File: src/rtl/inst_seq_pkg.sv
// inst_seq_pkg: shared types and constants for the instruction sequencer.
//   state_t    : sequencer state encoding
//   Q1..Q4     : q_phase values within one four-clock instruction cycle
//   OP_* / INST_* : opcode match fields and full-word instructions
//   is_branch / is_skip_op / uses_imm : opcode class decoders on the IR word
package inst_seq_pkg;

  typedef enum logic [1:0] {
    ST_STARTUP = 2'd0,
    ST_EXEC    = 2'd1,
    ST_FLUSH   = 2'd2,
    ST_SLEEP   = 2'd3
  } state_t;

  localparam logic [1:0] Q1 = 2'd0;
  localparam logic [1:0] Q2 = 2'd1;
  localparam logic [1:0] Q3 = 2'd2;
  localparam logic [1:0] Q4 = 2'd3;

  // Match fields, compared against the top bits of the instruction word
  localparam logic [2:0]  OP_GOTO   = 3'b101;     // inst[11:9]
  localparam logic [3:0]  OP_CALL   = 4'b1001;    // inst[11:8]
  localparam logic [3:0]  OP_RETLW  = 4'b1000;    // inst[11:8]
  localparam logic [1:0]  OP_LIT    = 2'b11;      // inst[11:10]
  localparam logic [3:0]  OP_BTFSC  = 4'b0110;    // inst[11:8]
  localparam logic [3:0]  OP_BTFSS  = 4'b0111;    // inst[11:8]
  localparam logic [5:0]  OP_DECFSZ = 6'b001011;  // inst[11:6]
  localparam logic [5:0]  OP_INCFSZ = 6'b001111;  // inst[11:6]
  localparam logic [11:0] INST_SLEEP = 12'h003;
  localparam logic [11:0] INST_NOP   = 12'h000;

  // Instructions that redirect the PC and make the prefetched word stale
  function automatic logic is_branch(input logic [11:0] inst);
    return (inst[11:9] == OP_GOTO) || (inst[11:8] == OP_CALL) ||
           (inst[11:8] == OP_RETLW);
  endfunction

  function automatic logic is_skip_op(input logic [11:0] inst);
    return (inst[11:8] == OP_BTFSC) || (inst[11:8] == OP_BTFSS) ||
           (inst[11:6] == OP_DECFSZ) || (inst[11:6] == OP_INCFSZ);
  endfunction

  // Instructions whose literal field is driven onto the immediate bus
  function automatic logic uses_imm(input logic [11:0] inst);
    return (inst[11:8] == OP_RETLW) || (inst[11:8] == OP_CALL) ||
           (inst[11:10] == OP_LIT);
  endfunction

endpackage

File: src/rtl/inst_seq_ctrl_if.sv
// inst_seq_ctrl_if: bundle between the core datapath and the sequencer.
//   inst, skip_cond, wake     : core -> sequencer
//   q_phase, pc_inc, pc_load, imm_oe, ir_skip, ir_hold, sleeping : sequencer -> core
// Modports: master = core datapath side, slave = sequencer side.
interface inst_seq_ctrl_if;

  logic [11:0] inst;
  logic        skip_cond;
  logic        wake;
  logic [1:0]  q_phase;
  logic        pc_inc;
  logic        pc_load;
  logic        imm_oe;
  logic        ir_skip;
  logic        ir_hold;
  logic        sleeping;

  modport master (
    output inst, skip_cond, wake,
    input  q_phase, pc_inc, pc_load, imm_oe, ir_skip, ir_hold, sleeping
  );

  modport slave (
    input  inst, skip_cond, wake,
    output q_phase, pc_inc, pc_load, imm_oe, ir_skip, ir_hold, sleeping
  );

endinterface

File: src/rtl/inst_seq_ctrl_q_phase_gen.sv
// q_phase_gen: free-running 2-bit Q-phase counter (Q1..Q4).
//   clock   : rising-edge clock
//   reset   : asynchronous, active-high; forces Q1
//   hold    : freezes the phase while high
//   q_phase : current phase
module q_phase_gen
  import inst_seq_pkg::*;
(
  input  logic       clock,
  input  logic       reset,
  input  logic       hold,
  output logic [1:0] q_phase
);

  always_ff @(posedge clock or posedge reset) begin
    if (reset) begin
      q_phase <= Q1;
    end else if (!hold) begin
      q_phase <= q_phase + 2'd1;
    end
  end

endmodule

File: src/rtl/inst_seq_ctrl.sv
// inst_seq_ctrl: four-phase instruction sequencer for a 12-bit core.
// Generates the per-phase PC/IR strobes, flushes the prefetched word after
// branches and taken skips, and forces NOPs for STARTUP_CYCLES cycles out of
// reset.
//   clock : rising-edge clock
//   reset : asynchronous, active-high
//   bus   : inst_seq_ctrl_if.slave (inst, skip_cond, wake in;
//           q_phase, pc_inc, pc_load, imm_oe, ir_skip, ir_hold, sleeping out)
// Parameter STARTUP_CYCLES: instruction cycles of forced NOP after reset.
// Build macro INST_SEQ_CTRL_SLEEP_EN: enables the SLEEP instruction and the
// wake path; when undefined SLEEP decodes as NOP and sleeping is tied low.
//
// state   | meaning
// --------+-------------------------------------------------------------
// STARTUP | post-reset cycles; IR flushed to NOP at every Q4
// EXEC    | normal decode of the IR contents
// FLUSH   | executes the NOP that replaced a stale prefetch; no decode
// SLEEP   | phase frozen at Q1, strobes idle, waiting for wake
module inst_seq_ctrl
  import inst_seq_pkg::*;
#(
  parameter int STARTUP_CYCLES = 1
) (
  input  logic           clock,
  input  logic           reset,
  inst_seq_ctrl_if.slave bus
);

  localparam int CNT_W = (STARTUP_CYCLES > 1) ? $clog2(STARTUP_CYCLES) : 1;
  localparam logic [CNT_W-1:0] CNT_LAST =
    CNT_W'((STARTUP_CYCLES > 0) ? STARTUP_CYCLES - 1 : 0);

  state_t           state_q, next_state;
  logic [CNT_W-1:0] start_cnt_q, start_cnt_d;
  logic             skip_q;
  logic [1:0]       q_phase;
  logic             phase_hold;
  logic             pc_inc, pc_load, imm_oe, ir_skip, ir_hold, sleep_o;

  q_phase_gen u_q_phase_gen (
    .clock   (clock),
    .reset   (reset),
    .hold    (phase_hold),
    .q_phase (q_phase)
  );

  always_ff @(posedge clock or posedge reset) begin
    if (reset) begin
      state_q     <= ST_STARTUP;
      start_cnt_q <= '0;
      skip_q      <= 1'b0;
    end else begin
      state_q     <= next_state;
      start_cnt_q <= start_cnt_d;
      // skip_cond is only valid at Q3; keep that sample for the Q4 decision
      if (q_phase == Q3) begin
        skip_q <= bus.skip_cond;
      end
    end
  end

  always_comb begin
    next_state  = state_q;
    start_cnt_d = start_cnt_q;
    pc_inc      = 1'b0;
    pc_load     = 1'b0;
    imm_oe      = 1'b0;
    ir_skip     = 1'b0;
    ir_hold     = (q_phase != Q4);
    sleep_o     = 1'b0;
    phase_hold  = 1'b0;

    case (state_q)
      ST_STARTUP: begin
        if (q_phase == Q4) begin
          ir_skip = 1'b1;
          if (start_cnt_q == CNT_LAST) begin
            next_state = ST_EXEC;
          end else begin
            start_cnt_d = start_cnt_q + 1'b1;
          end
        end
      end

      ST_EXEC: begin
        pc_inc = (q_phase == Q1);
        imm_oe = ((q_phase == Q2) || (q_phase == Q3)) && uses_imm(bus.inst);
        if (q_phase == Q4) begin
          if (is_branch(bus.inst)) begin
            pc_load    = 1'b1;
            ir_skip    = 1'b1;
            next_state = ST_FLUSH;
          end else if (is_skip_op(bus.inst) && skip_q) begin
            ir_skip    = 1'b1;
            next_state = ST_FLUSH;
          end
`ifdef INST_SEQ_CTRL_SLEEP_EN
          else if (bus.inst == INST_SLEEP) begin
            next_state = ST_SLEEP;
          end
`endif
        end
      end

      ST_FLUSH: begin
        // The slot holds a NOP: advance the PC, never decode
        pc_inc = (q_phase == Q1);
        if (q_phase == Q4) begin
          next_state = ST_EXEC;
        end
      end

`ifdef INST_SEQ_CTRL_SLEEP_EN
      ST_SLEEP: begin
        // Phase stays at Q1 so the wake edge lands directly on EXEC Q1
        ir_hold    = 1'b1;
        sleep_o    = 1'b1;
        phase_hold = 1'b1;
        if (bus.wake) begin
          next_state = ST_EXEC;
        end
      end
`endif

      default: begin
        next_state = ST_STARTUP;
      end
    endcase
  end

  assign bus.q_phase = q_phase;
  assign bus.pc_inc  = pc_inc;
  assign bus.pc_load = pc_load;
  assign bus.imm_oe  = imm_oe;
  assign bus.ir_skip = ir_skip;
  assign bus.ir_hold = ir_hold;

`ifdef INST_SEQ_CTRL_SLEEP_EN
  assign bus.sleeping = sleep_o;
`else
  // Without the sleep feature wake and the low opcode bits have no consumer
  logic unused_sleep_inputs;
  assign unused_sleep_inputs = ^{bus.wake, bus.inst[5:0], sleep_o};
  assign bus.sleeping        = 1'b0;
`endif

endmodule

File: src/flat_wrapper.sv
// flat-port wrapper written by rule: the top's interface ports become plain ports
module inst_seq_ctrl_flat import inst_seq_pkg::*;
#(
  parameter int STARTUP_CYCLES = 1
)
  (clock, reset, bus_inst, bus_skip_cond, bus_wake, bus_q_phase, bus_pc_inc, bus_pc_load, bus_imm_oe, bus_ir_skip, bus_ir_hold, bus_sleeping);
  inst_seq_ctrl_if bus_i ();
  input  logic clock;
  input  logic reset;
  input wire logic [$bits(bus_i.inst)-1:0] bus_inst;
  input wire logic [$bits(bus_i.skip_cond)-1:0] bus_skip_cond;
  input wire logic [$bits(bus_i.wake)-1:0] bus_wake;
  output wire logic [$bits(bus_i.q_phase)-1:0] bus_q_phase;
  output wire logic [$bits(bus_i.pc_inc)-1:0] bus_pc_inc;
  output wire logic [$bits(bus_i.pc_load)-1:0] bus_pc_load;
  output wire logic [$bits(bus_i.imm_oe)-1:0] bus_imm_oe;
  output wire logic [$bits(bus_i.ir_skip)-1:0] bus_ir_skip;
  output wire logic [$bits(bus_i.ir_hold)-1:0] bus_ir_hold;
  output wire logic [$bits(bus_i.sleeping)-1:0] bus_sleeping;
  assign bus_i.inst = bus_inst;
  assign bus_i.skip_cond = bus_skip_cond;
  assign bus_i.wake = bus_wake;
  assign bus_q_phase = bus_i.q_phase;
  assign bus_pc_inc = bus_i.pc_inc;
  assign bus_pc_load = bus_i.pc_load;
  assign bus_imm_oe = bus_i.imm_oe;
  assign bus_ir_skip = bus_i.ir_skip;
  assign bus_ir_hold = bus_i.ir_hold;
  assign bus_sleeping = bus_i.sleeping;
  inst_seq_ctrl #(.STARTUP_CYCLES(STARTUP_CYCLES)) u_core (.clock(clock), .reset(reset), .bus(bus_i));
endmodule
File: config.mk
export PLATFORM = sky130hd
export DESIGN_NAME = inst_seq_ctrl_flat
export DESIGN_NICKNAME = d
export VERILOG_FILES = /design/src/rtl/inst_seq_pkg.sv /design/src/rtl/inst_seq_ctrl_if.sv /design/src/rtl/inst_seq_ctrl_q_phase_gen.sv /design/src/rtl/inst_seq_ctrl.sv /design/src/flat_wrapper.sv
export SDC_FILE = /design/constraint.sdc
export NUM_CORES = 1
export LEC_CHECK = 0
export BUFFER_PORTS_ARGS = -buffer_cell sky130_fd_sc_hd__clkbuf_2
export CORE_AREA = 2 2 39 41
export DETAILED_ROUTE_END_ITERATION = 16
export DIE_AREA = 0 0 41 43
export PLACE_DENSITY = 0.72
export SYNTH_ARGS = -nofsm -noshare
export SYNTH_HDL_FRONTEND = slang
export SYNTH_HIERARCHICAL = 1
export SYNTH_SLANG_ARGS = --single-unit
File: constraint.sdc
create_clock -name clock -period 1.25 [get_ports clock]
set_input_delay 0.1875 -clock clock [delete_from_list [all_inputs] [get_ports clock]]
set_output_delay 0.1875 -clock clock [all_outputs]
set_load 0.01 [all_outputs]
### After elaboration in Yosys (flattened, before gate mapping)

Index checks and enable logic that the tools add are counted.

| storage, ports and cells | value |
|---|---|
| flip-flop bits (word level) | 6 |
| latch bits | 0 |
| bits in writable memories | 0 |
| bits in read-only memories | 0 |
| memories kept | 0 |

| cells by class | value |
|---|---|
| $add $sub $neg | 2 |
| multiply operators | 0 |
| div/mod/pow operators | 0 |
| $lt $le $gt $ge | 0 |
| eq/ne operators | 19 |
| shifts and indexed selects | 0 |
| muxes and demuxes | 18 |
| bitwise operators | 0 |
| reduce and logical (&&, ||, !) cells | 15 |

Operator list:

| operator | number |
|---|---|
| $eq A6 B4 Y1 const B | 2 |
| $mux W2 | 6 |
| $mux W1 | 10 |
| $eq A2 B2 Y1 const B | 4 |
| $eq A4 B3 Y1 const B | 2 |
| $eq A4 B4 Y1 const B | 2 |
| $logic_or A1 B1 Y1 | 8 |
| $ne A2 B1 Y1 const B | 3 |
| $pmux W2 S3 | 1 |
| $reduce_and A5 Y1 | 1 |
| $eq A2 B1 Y1 const B | 2 |
| $logic_not A2 Y1 | 2 |
| $ne A2 B2 Y1 const B | 2 |
| $eq A3 B3 Y1 const B | 1 |
| $ne A3 B1 Y1 const B | 1 |
| $add A2 B1 Y2 const B | 1 |
| $logic_and A1 B1 Y1 | 2 |
| $pmux W1 S2 | 1 |
| $reduce_and A2 Y1 | 1 |
| $reduce_or A2 Y1 | 1 |
| $add A1 B1 Y1 const B | 1 |

### Longest topological paths before layout

Gate-level depths: netlist (run 1).

| depth | value |
|---|---|
| depth after elaboration | 9 |
| mapped depth | 5 |

### Modules after synthesis

Netlist (run 1), hierarchy kept.

By module, submodules not included:

| module | instances | cells each | area each (µm²) | sequential area each (µm²) |
|---|---|---|---|---|
| inst_seq_ctrl | 1 | 41 | 342.8 | 75.1 |
| q_phase_gen | 1 | 6 | 77.6 | 50.0 |

### Least setup slack after synthesis (run 1)

OpenSTA, ideal clock, no wires.

| timing path | value |
|---|---|
| path kind | register -> output |
| from | register u_core.u_q_phase_gen.q_phase[1] |
| to | output port bus_pc_load |
| data arrival time | 1106 ps |
| slack | -44 ps |
| stages on the path, launching flop included | 4 |
| path through | dfrtp_1 ha_1 inv_1 nor3_1 |

| between the ends | value |
|---|---|
| longest elaborated chain between the ends | 3 |

RTL lines:

| what | RTL line | RTL |
|---|---|---|
| start: declaration | inst_seq_ctrl_q_phase_gen.sv:12 | `output logic [1:0] q_phase` |
| start signal: assignment | inst_seq_ctrl_q_phase_gen.sv:19 | `q_phase <= q_phase + 2'd1;` |
| $eq A2 B2 Y1 | inst_seq_ctrl.sv:88 | `if (q_phase == Q4) begin` |
| $mux W1 | inst_seq_ctrl.sv:88 |  |
| $mux W1 | inst_seq_ctrl.sv:73 | `case (state_q)` |
| end: declaration | flat_wrapper.sv:15 | `output wire logic [$bits(bus_i.pc_load)-1:0] bus_pc_load;` |

Every way passes these cells.

### Worst setup path in the final report (run 1)

| timing path | value |
|---|---|
| from | register u_core.u_q_phase_gen.q_phase[0] |
| to | output port bus_imm_oe |

| between the ends | value |
|---|---|
| longest elaborated chain between the ends | 4 |

RTL lines:

| what | RTL line | RTL |
|---|---|---|
| $eq A2 B1 Y1 or $eq A2 B2 Y1 (tied branches) | inst_seq_ctrl.sv:87 | `imm_oe = ((q_phase == Q2) \|\| (q_phase == Q3)) && uses_imm(bus.inst);` |
| $logic_or A1 B1 Y1 (*) | inst_seq_ctrl.sv:87 |  |
| $logic_and A1 B1 Y1 (*) | inst_seq_ctrl.sv:87 |  |
| $mux W1 (*) | inst_seq_ctrl.sv:73 |  |
| end: declaration | flat_wrapper.sv:16 | `output wire logic [$bits(bus_i.imm_oe)-1:0] bus_imm_oe;` |

Mark *: on every way between the ends. The rest lies on a longest branch, timed or not.

==> results.md, run 1 <==
- Status: complete, but fails checks
- Failing checks: negative setup slack
- Tcrit/Tclk final: 114%
- Vias in the first global route: 379
- Worst setup EP type: output port
- Switching part of the total power: 41.2%
- Logic pwr share: 71.0%
- DRC: 0
- Average wire per standard cell: 11.9 um
- Clock sink count: 5
- Layout cell share with drive strength beyond 1: 61.3%
- #FFs+latches synth: 5
- Fin cells: 91
- Cell internal pwr: 1.04 mW
- Multi-input gate area: 359 sq um
- Post-Syn Instances: 47
- GRT Total Usage: 12.0%
- Final ANT Viol Nets: 0
- Starting DRT DRC Count: 3
- Worst Path Arrival: 1.23 ns
- Minimum clock period: 1.42 ns
- Cell taking the most area after synthesis: dfrtp_1
- Register area: 128 sq um
- YS warnings: 6
- Unrepaired setup endpoints after global routing: yes
- Placed Instance Area: 546 sq um
- CP required: 1.06 ns
- Clock latency on the worst-skew pair: 0.23 ns
- Drt pass-1 iters: 3
- Synth cell types: 23
- Post-Syn Area: 420 sq um
- Post-Layout Inst Area: 726 sq um
- TNS Setup: -0.666 ns
- P_leak: 0.346 nW
- Layout Utilization: 52.4%
- Clock skew: 0.00250 ns
- # setup viols final: 6
- CTS tree: done
- Die height: 43 um
- Slew Limit Fails: 0
- Post-Route WL: 1.08 mm
- Grt total ovfl: 0
- Crit Path Max Fanout: 3
- I/O pins: 24
- Clock Path Buffers: 2
- Syn Area/Cell: 8.94 sq um
- PwrDens: 2430 mW/mm^2
- DR vias: 408
- Synth area leaders: dfrtp_1 30%, ha_1 21%, inv_1 8.0%, xnor2_1 4.2%, nand2b_1 3.0%
- CP startpoint kind: flip-flop
- Reg clk slew, reported paths: 0.04 ns
- Placed insts: 82
- Max VDD drop: 0.00106 V
- Final hold vios: 0
- Clock Power Share: 10.1%
- Fin nets: 99
- PortBufs: 14
- First-pass GRT wire length: 1.40 mm
- # diodes: 0
- Core area: 0.00138 sq mm
- TritonCTS Buffers: 3
- Worst slack at placement: 0.0181 ns
- Ratio of routed vias to standard cells: 4.48
- Cell row count: 14
- HPWL after DPL: 664 um
- P_sw: 0.725 mW
- Seq/Total Area, Yosys: 29.8%
- Fill count: 133
- Initial antenna violation count: 0
- Synth-to-layout area growth: 72.6%
- GP Congestion: 0.703
- Largest net degree at the start of global routing: 7
- Number of max-cap violations: 0
- Die width: 41 um
- Starting density of the core: 30.4%
- Post-synth top area share: 29.8%
- Setup Crit Path Kind: reg2out
- Sequential Power Share: 18.9%
- Max Clock Freq: 704 MHz
- Min-Delay Path Class: in2reg
- Fin worst setup slack: -0.170 ns
- Number of H-tree levels: 1
- Root buffer cell: clkbuf_4
- Die footprint: 0.00176 sq mm
==> kinds of logic after synthesis <==
logic type,share of synthesized area (%)
xor gates and xnor gates,4.17
DFF,29.8
adders and majority gates,20.8
muxes,2.68
and+or+nand+nor,14.6
buffers and inverters,9.82
AOI/OAI and AO/OA,17.3
other,0.892
==> area by class of cell <==
cell class	count	area share, %
Multi-Input combinational cell	34	49.5
Timing Repair Buffer	23	21.6
Sequential cell	5	17.6
Tap cell	16	2.76
Clock buffer	4	3.62
Inverter	9	5.00
==> placed cells by master (no fill, tap or decap), types with 2 or more instances in the layout <==
master	n
inv_1	4
o21ai_1	2
buf_4	7
conb_1	3
buf_6	3
nand2_1	3
dfrtp_1	3
nand2b_1	2
buf_2	3
inv_2	4
clkbuf_2	9
ha_4	5
xnor2_1	2
a21oi_2	2
ha_1	2
clkbuf_4	3
dfrtp_2	2
==> per-layer routing <==
layer  track usage [%]  part of all wire, %  vias to the layer above
li1                  -                    -                      207
met1              13.6                   38                      188
met2              19.4                   57                       13
met3              3.14                  5.3                        0
met4              6.00                    0                        0
met5                 0                    0                        -
==> power groups by stage <==
stage,Combinational (mW),Clock [mW],Sequential [mW]
finish,1.25,0.178,0.332
global placement,0.751,0,0.300
CTS,0.904,0.184,0.311
detailed placement,0.762,0,0.306
global route,1.35,0.199,0.350
floorplan,0.439,0,0.332
==> path summary, 6_finish.rpt <==
path | from | to | slack [ns] | cells after the start
max | u_core/u_q_phase_gen/q_phase[0]$_DFFE_PP0N_ | bus_imm_oe | -0.17 | 5
min reg2reg | u_core/skip_q$_DFFE_PP0N_ | u_core/skip_q$_DFFE_PP0N_ | 0.53 | 1
min | bus_skip_cond | u_core/skip_q$_DFFE_PP0N_ | 0.20 | 2
max in group asynchronous | reset | u_core/state_q[0]$_DFFE_PP0P_ | 0.74 | 3
max reg2reg | u_core/state_q[0]$_DFFE_PP0P_ | u_core/state_q[0]$_DFFE_PP0P_ | -0.02 | 6
min in group asynchronous | reset | u_core/u_q_phase_gen/q_phase[1]$_DFFE_PP0N_ | 0.36 | 3
==> synth_stat cells <==
| library cell | count |
|---|---|
| inv_1 | 9 |
| ha_1 | 7 |
| dfrtp_1 | 5 |
| nand2_1 | 3 |
| a21oi_1 | 2 |
| nand2b_1 | 2 |
| o21ai_0 | 2 |
| xnor2_1 | 2 |
| a2111o_1 | 1 |
| a211o_1 | 1 |
| a211oi_1 | 1 |
| a21o_1 | 1 |
| and2_1 | 1 |
| and3b_1 | 1 |
| buf_4 | 1 |
| conb_1 | 1 |
| mux2_2 | 1 |
| nand3_1 | 1 |
| nor2_1 | 1 |
| nor2b_2 | 1 |
| nor3_1 | 1 |
| o2bb2ai_1 | 1 |
| o311ai_1 | 1 |
==> stage by stage <==
step / power, mW / hold WS (ns)
after floorplan: 0.771 / -0.0713
after global placement: 1.05 / 0.0383
after detailed placement: 1.07 / 0.0395
after CTS: 1.40 / 0.185
after global routing: 1.90 / 0.187
final: 1.76 / 0.195
==> critical path: stages, from the launching register on <==
cell and delay, ns:
dfrtp_2 0.40, inv_2 0.07, ha_4 0.26, nand3_2 0.05
a21oi_2 0.09, buf_2 0.13
==> repair_timing <==
action,4_1_cts,5_1_grt
pin swaps,4,7
buffers inserted,2,3
hold buffers,1,0
endpoints found under the setup margin,5,7
cloned,0,0
hold endpoints to repair,5,0
gates resized for setup,8,25
==> registers in the layout, summed over array words and instances (netlist names) <==
name,cells
u_core/state_q,2
u_core/u_q_phase_gen/q_phase,2
u_core/skip_q,1
Note: power is estimated with default switching activity, not from simulation.
==> inputs of run 2 (changes only) <==
--- a/config.mk
+++ b/config.mk
@@ -9,7 +9,7 @@
 export CORE_AREA = 2 2 39 41
 export DETAILED_ROUTE_END_ITERATION = 16
 export DIE_AREA = 0 0 41 43
-export PLACE_DENSITY = 0.72
+export PLACE_DENSITY = 0.69
 export SYNTH_ARGS = -nofsm -noshare
 export SYNTH_HDL_FRONTEND = slang
 export SYNTH_HIERARCHICAL = 1
==> results.md, run 2 (synthesized netlist as in run 1, its figures left out) <==
- Reg clk slew, reported paths: 0.04 ns (about the same)
- Reg-to-reg setup timing slack: -0.05 ns (-0.03 ns)
- Unrepaired setup endpoints after global routing: yes
- Number of max-cap violations: 0 (unchanged)
- Number of H-tree levels: 1 (unchanged)
- Fin Hold WS: 0.186 ns (-0.00984 ns)
- Vias in the first global route: 425 (+12%)
- Worst Hold Depth: 2 (unchanged)
- Power, Total: 1.94 mW (+10%)
- Tcrit/Tclk final: 118% (+4.9 points)
- Cell row count: 14 (unchanged)
- Commonest cells after routing, fill and taps aside: 10 x clkbuf_2, 6 x buf_4, 5 x buf_6, 5 x inv_2, 5 x ha_4
- # diodes: 0 (unchanged)
- Fin nets: 100 (+1.0%)
- Max VDD drop: 0.00125 V (+18%)
- Minimum clock period: 1.48 ns (+0.0613 ns)
- Die width: 41 um (unchanged)
- P_sw: 0.798 mW (+10%)
- PortBufs: 14 (unchanged)
- Post-Layout Inst Area: 761 sq um (+4.8%)
- CP required: 1.06 ns (about the same)
- First-pass GRT wire length: 1.70 mm (+22%)
- GRT Total Usage: 15.2% (+3.2 points)
- Clock sink count: 5 (unchanged)
- Fin cells: 92 (+1.1%)
- Largest net degree at the start of global routing: 7 (unchanged)
- Final ANT Viol Nets: 0 (unchanged)
- Logic pwr share: 73.1% (+2.1 points)
- Ratio of routed vias to standard cells: 4.59 (+2.3%)
- Fin worst setup slack: -0.231 ns (-0.0613 ns)
- Root buffer cell: clkbuf_4
- Fill count: 130 (-2.3%)
- PwrDens: 2550 mW/mm^2 (+5.2%)
- Layout Utilization: 55.0% (+2.5 points)
- P_leak: 0.357 nW (+3.3%)
- Reg-to-reg startpoint: u_core/state_q[0]$_DFFE_PP0P_
- Worst Path Arrival: 1.29 ns (+0.06 ns)
- Sequential Power Share: 17.8% (-1.1 points)
- Switching part of the total power: 41.1% (-0.050 points)
- GP Congestion: 0.722 (+2.7%)
- Max Clock Freq: 675 MHz (-4.1%)
- I/O pins: 24 (unchanged)
- Min-Delay Path Class: in2reg
- Average wire per standard cell: 12.7 um (+6.6%)
- Status: complete, but fails checks
- Final hold vios: 0 (unchanged)
- Core area: 0.00138 sq mm (unchanged)
- DR vias: 422 (+3.4%)
- Failing checks: negative setup slack
- Worst reg2reg path depth: 6 (unchanged)
- Cell internal pwr: 1.14 mW (+10%)
- Layout cell share with drive strength beyond 1: 64.5% (+3.1 points)
- CP startpoint kind: flip-flop
- Die footprint: 0.00176 sq mm (unchanged)
- Die height: 43 um (unchanged)
- Register area: 128 sq um (unchanged)
- Slew Limit Fails: 0 (unchanged)
- Worst setup EP type: output port
- RR Endpoint: u_core/state_q[0]$_DFFE_PP0P_
- Crit Path Max Fanout: 3 (unchanged)
- Hold_sp: bus_skip_cond
- TNS Setup: -0.690 ns (-0.0240 ns)
- CTS tree: done
- Initial antenna violation count: 0 (unchanged)
- Clock Path Buffers: 2 (unchanged)
- Multi-input gate area: 382 sq um (+6.3%)
- Synth-to-layout area growth: 81.0%
- Largest regs: u_core/state_q: 2 flops, u_core/u_q_phase_gen/q_phase: 2 flops, u_core/skip_q: 1 flops
- Clock Power Share: 9.1% (-1.0 points)
- TritonCTS Buffers: 3 (unchanged)
- # setup viols final: 5 (-1)
- Setup Crit Path Kind: reg2out
- Clock latency on the worst-skew pair: 0.23 ns (about the same)
- Most common cell after layout, fill and taps aside: clkbuf_2
- HPWL after DPL: 749 um (+13%)
- Worst slack at placement: -0.0305 ns (-0.0486 ns)
- Post-Route WL: 1.17 mm (+7.8%)
- Clock skew: 0.000969 ns (-0.00154 ns)
- Worst hold endpoint: u_core/skip_q$_DFFE_PP0N_
- Grt total ovfl: 0 (unchanged)
- Placed insts: 82 (unchanged)
- Placed Instance Area: 546 sq um (unchanged)
- Drt pass-1 iters: 4 (+1)
- Starting DRT DRC Count: 4 (+1)
- DRC: 0 (unchanged)
- Starting density of the core: 30.4% (unchanged)
-- run 2: final cells by class --
| class | instances | area share, % |
|---|---|---|
| repair buffers | 24 | 22.5 |
| well taps | 16 | 2.63 |
| inverters | 9 | 4.44 |
| clock buffers | 4 | 3.45 |
| flip-flops and latches | 5 | 16.8 |
| multi-input cells | 34 | 50.2 |
-- run 2: routing by layer --
layer | wire, um | vias to the layer above | global-route usage [%]
li1 | - | 207 | -
met3 | 63 | 0 | 1.57
met1 | 384 | 202 | 13.9
met4 | 0 | 0 | 10.0
met2 | 718 | 13 | 28.1
met5 | 0 | - | 0
-- run 2: critical path, cell delays in order (launching register included) --
cell     delay, ns
dfrtp_1       0.41
inv_2         0.07
ha_4          0.27
nand3_2       0.06
a21oi_2       0.10
buf_2         0.14
-- run 2: worst max path at each step --
stage                                                start                            end  cells past startpoint
5_1_grt        u_core/u_q_phase_gen/q_phase[1]$_DFFE_PP0N_                     bus_imm_oe                      5
4_1_cts        u_core/u_q_phase_gen/q_phase[0]$_DFFE_PP0N_                    bus_ir_skip                      4
3_5_place_dp   u_core/u_q_phase_gen/q_phase[0]$_DFFE_PP0N_                     bus_imm_oe                      5
3_3_place_gp                 u_core/state_q[1]$_DFFE_PP0P_  u_core/state_q[0]$_DFFE_PP0P_                      5
2_1_floorplan  u_core/u_q_phase_gen/q_phase[0]$_DFFE_PP0N_                     bus_imm_oe                      4
6_report       u_core/u_q_phase_gen/q_phase[1]$_DFFE_PP0N_                     bus_imm_oe                      5
-- run 2: power groups by stage --
stage | Combinational, mW | Clock [mW] | Sequential [mW]
final | 1.42 | 0.177 | 0.345
after detailed placement | 0.786 | 0 | 0.305
after CTS | 1.23 | 0.187 | 0.321
after floorplan | 0.439 | 0 | 0.332
after global placement | 0.753 | 0 | 0.298
after global routing | 1.51 | 0.208 | 0.361
-- run 2: timing repair --
action,4_1_cts,5_1_grt
gates resized for setup,19,15
endpoints found under the setup margin,6,7
endpoints found under the hold margin,5,0
pin swaps,7,4
hold buffers,1,0
setup buffers,4,1
==> inputs of run 3 (changes only) <==
--- a/config.mk
+++ b/config.mk
@@ -9,7 +9,6 @@
 export CORE_AREA = 2 2 39 41
 export DETAILED_ROUTE_END_ITERATION = 16
 export DIE_AREA = 0 0 41 43
-export PLACE_DENSITY = 0.69
 export SYNTH_ARGS = -nofsm -noshare
 export SYNTH_HDL_FRONTEND = slang
 export SYNTH_HIERARCHICAL = 1
==> results.md, run 3 (synthesized netlist as in run 1, its figures left out) <==
- Crit path cell chain: ha_2, nand2_1, o21ai_0, clkbuf_2
- Slew Limit Fails: 0 (unchanged)
- DR vias: 420 (-0.47%)
- Drt pass-1 iters: 2 (-2)
- HPWL after DPL: 708 um (-5.5%)
- Min-Delay Path Class: in2reg
- Unrepaired setup endpoints after global routing: yes
- Failing checks: negative setup slack
- Layout cell share with drive strength beyond 1: 62.8% (-1.7 points)
- Starting density of the core: 30.4% (unchanged)
- Final hold vios: 0 (unchanged)
- CP startpoint kind: flip-flop
- # diodes: 0 (unchanged)
- Commonest cells after routing, fill and taps aside: 12 x clkbuf_2, 10 x buf_4, 5 x inv_2, 5 x dfrtp_1
- Number of max-cap violations: 0 (unchanged)
- Number of H-tree levels: 1 (unchanged)
- Cell row count: 14 (unchanged)
- CP max-delay cell: dfrtp_1
- Vias in the first global route: 390 (-8.2%)
- Synth-to-layout area growth: 76.2%
- Multi-input gate area: 363 sq um (-4.9%)
- PwrDens: 2330 mW/mm^2 (-8.5%)
- Kind of cell adding the most delay to the critical path: flip-flops
- Root buffer cell: clkbuf_4
- Placed insts: 83 (+1.2%)
- First-pass GRT wire length: 1.49 mm (-13%)
- Reg clk slew, reported paths: 0.04 ns (about the same)
- Minimum clock period: 1.49 ns (+0.00685 ns)
- GP Congestion: 0.609 (-16%)
- Ratio of routed vias to standard cells: 4.47 (-2.6%)
- Register area: 125 sq um (-2.0%)
- Clock Path Buffers: 2 (unchanged)
- Setup Crit Path Kind: reg2out
- Fin cells: 94 (+2.2%)
- Fin nets: 102 (+2.0%)
- Crit Path Max Fanout: 6 (+3)
- Fin worst setup slack: -0.238 ns (-0.00685 ns)
- Die footprint: 0.00176 sq mm (unchanged)
- CTS tree: done
- Initial antenna violation count: 0 (unchanged)
- Final ANT Viol Nets: 0 (unchanged)
- Grt total ovfl: 0 (unchanged)
- Largest regs: u_core/state_q: 2 flops, u_core/u_q_phase_gen/q_phase: 2 flops, u_core/skip_q: 1 flops
- Worst slack at placement: 0.0129 ns (+0.0434 ns)
- Clock latency on the worst-skew pair: 0.23 ns (about the same)
- Max VDD drop: 0.00107 V (-15%)
- Max Clock Freq: 672 MHz (-0.46%)
- Die height: 43 um (unchanged)
- I/O pins: 24 (unchanged)
- Die width: 41 um (unchanged)
- Slowest cell delay on critical path: 0.39 ns (-0.02 ns)
- Worst Path Arrival: 1.30 ns (about the same)
- Average wire per standard cell: 10.5 um (-17%)
- Clock skew: 0.000654 ns (-0.000316 ns)
- Post-Route WL: 985 um (-16%)
- GRT Total Usage: 12.4% (-2.7 points)
- Largest net degree at the start of global routing: 7 (unchanged)
- Bufs and invs on worst path: 1 (-1)
- TNS Setup: -0.749 ns (-0.0594 ns)
- TritonCTS Buffers: 3 (unchanged)
- Starting DRT DRC Count: 2 (-2)
- Worst setup EP type: output port
- DRC: 0 (unchanged)
- P_leak: 0.357 nW (-0.20%)
- CP required: 1.06 ns (about the same)
- # setup viols final: 5 (unchanged)
- Clock sink count: 5 (unchanged)
- Tcrit/Tclk final: 119% (+0.55 points)
- Most common cell after layout, fill and taps aside: clkbuf_2
- PortBufs: 14 (unchanged)
- Fill count: 144 (+11%)
- Core area: 0.00138 sq mm (unchanged)
- Status: complete, but fails checks
-- run 3: cell count changes in the layout (fill, tap and decap cells not counted), sizes merged --
cell and delta:
clkbuf +2
-- run 3: where the power goes --
group          internal, mW  switching [mW]
combinational         0.664           0.576
sequential            0.245          0.0664
clock                 0.120          0.0571
-- run 3: final cells by class --
| cell class | instances | area share, % |
|---|---|---|
| clock buffers | 4 | 3.55 |
| inverters | 9 | 4.56 |
| multi-input cells | 34 | 49.0 |
| flip-flops and latches | 5 | 16.9 |
| well taps | 16 | 2.70 |
| repair buffers | 26 | 23.3 |
-- run 3: path summary, 6_finish.rpt --
path	slack [ns]	end	from	cells after the start
hold reg to reg	0.53	u_core/skip_q$_DFFE_PP0N_	u_core/skip_q$_DFFE_PP0N_	1
min in group asynchronous	0.35	u_core/u_q_phase_gen/q_phase[0]$_DFFE_PP0N_	reset	3
max in group asynchronous	0.76	u_core/state_q[0]$_DFFE_PP0P_	reset	3
setup / recovery	-0.24	bus_ir_skip	u_core/u_q_phase_gen/q_phase[1]$_DFFE_PP0N_	4
hold / removal	0.19	u_core/skip_q$_DFFE_PP0N_	bus_skip_cond	2
setup reg to reg	0.03	u_core/state_q[0]$_DFFE_PP0P_	u_core/state_q[0]$_DFFE_PP0P_	5
-- run 3: timing repair --
item,4_1_cts,5_1_grt
hold buffers,1,0
gates resized for setup,14,12
endpoints found under the setup margin,5,8
endpoints found under the hold margin,5,0
buffers inserted,4,2
gates cloned,0,0
pin swaps,4,5
-- run 3: through the flow --
step / hold WS [ns] / area (sq um) / power (mW) / utilization (%)
2_1_floorplan: -0.0713 / 433 / 0.771 / -
3_3_place_gp: 0.0375 / 553 / 1.08 / 40.0
3_5_place_dp: 0.0398 / 553 / 1.09 / 40.0
4_1_cts: 0.178 / 677 / 1.56 / 48.9
5_1_grt: 0.184 / 741 / 1.88 / 53.5
6_report: 0.190 / 741 / 1.73 / 53.5
-- run 3: metal layers --
metal	part of all wire, %	track usage (%)	vias to the layer above	wire length (um)
li1	-	-	214	-
met1	39	14.9	193	384
met2	55	20.6	13	538
met3	6.3	1.57	0	62
met4	0	6.00	0	0
met5	0	0	-	0
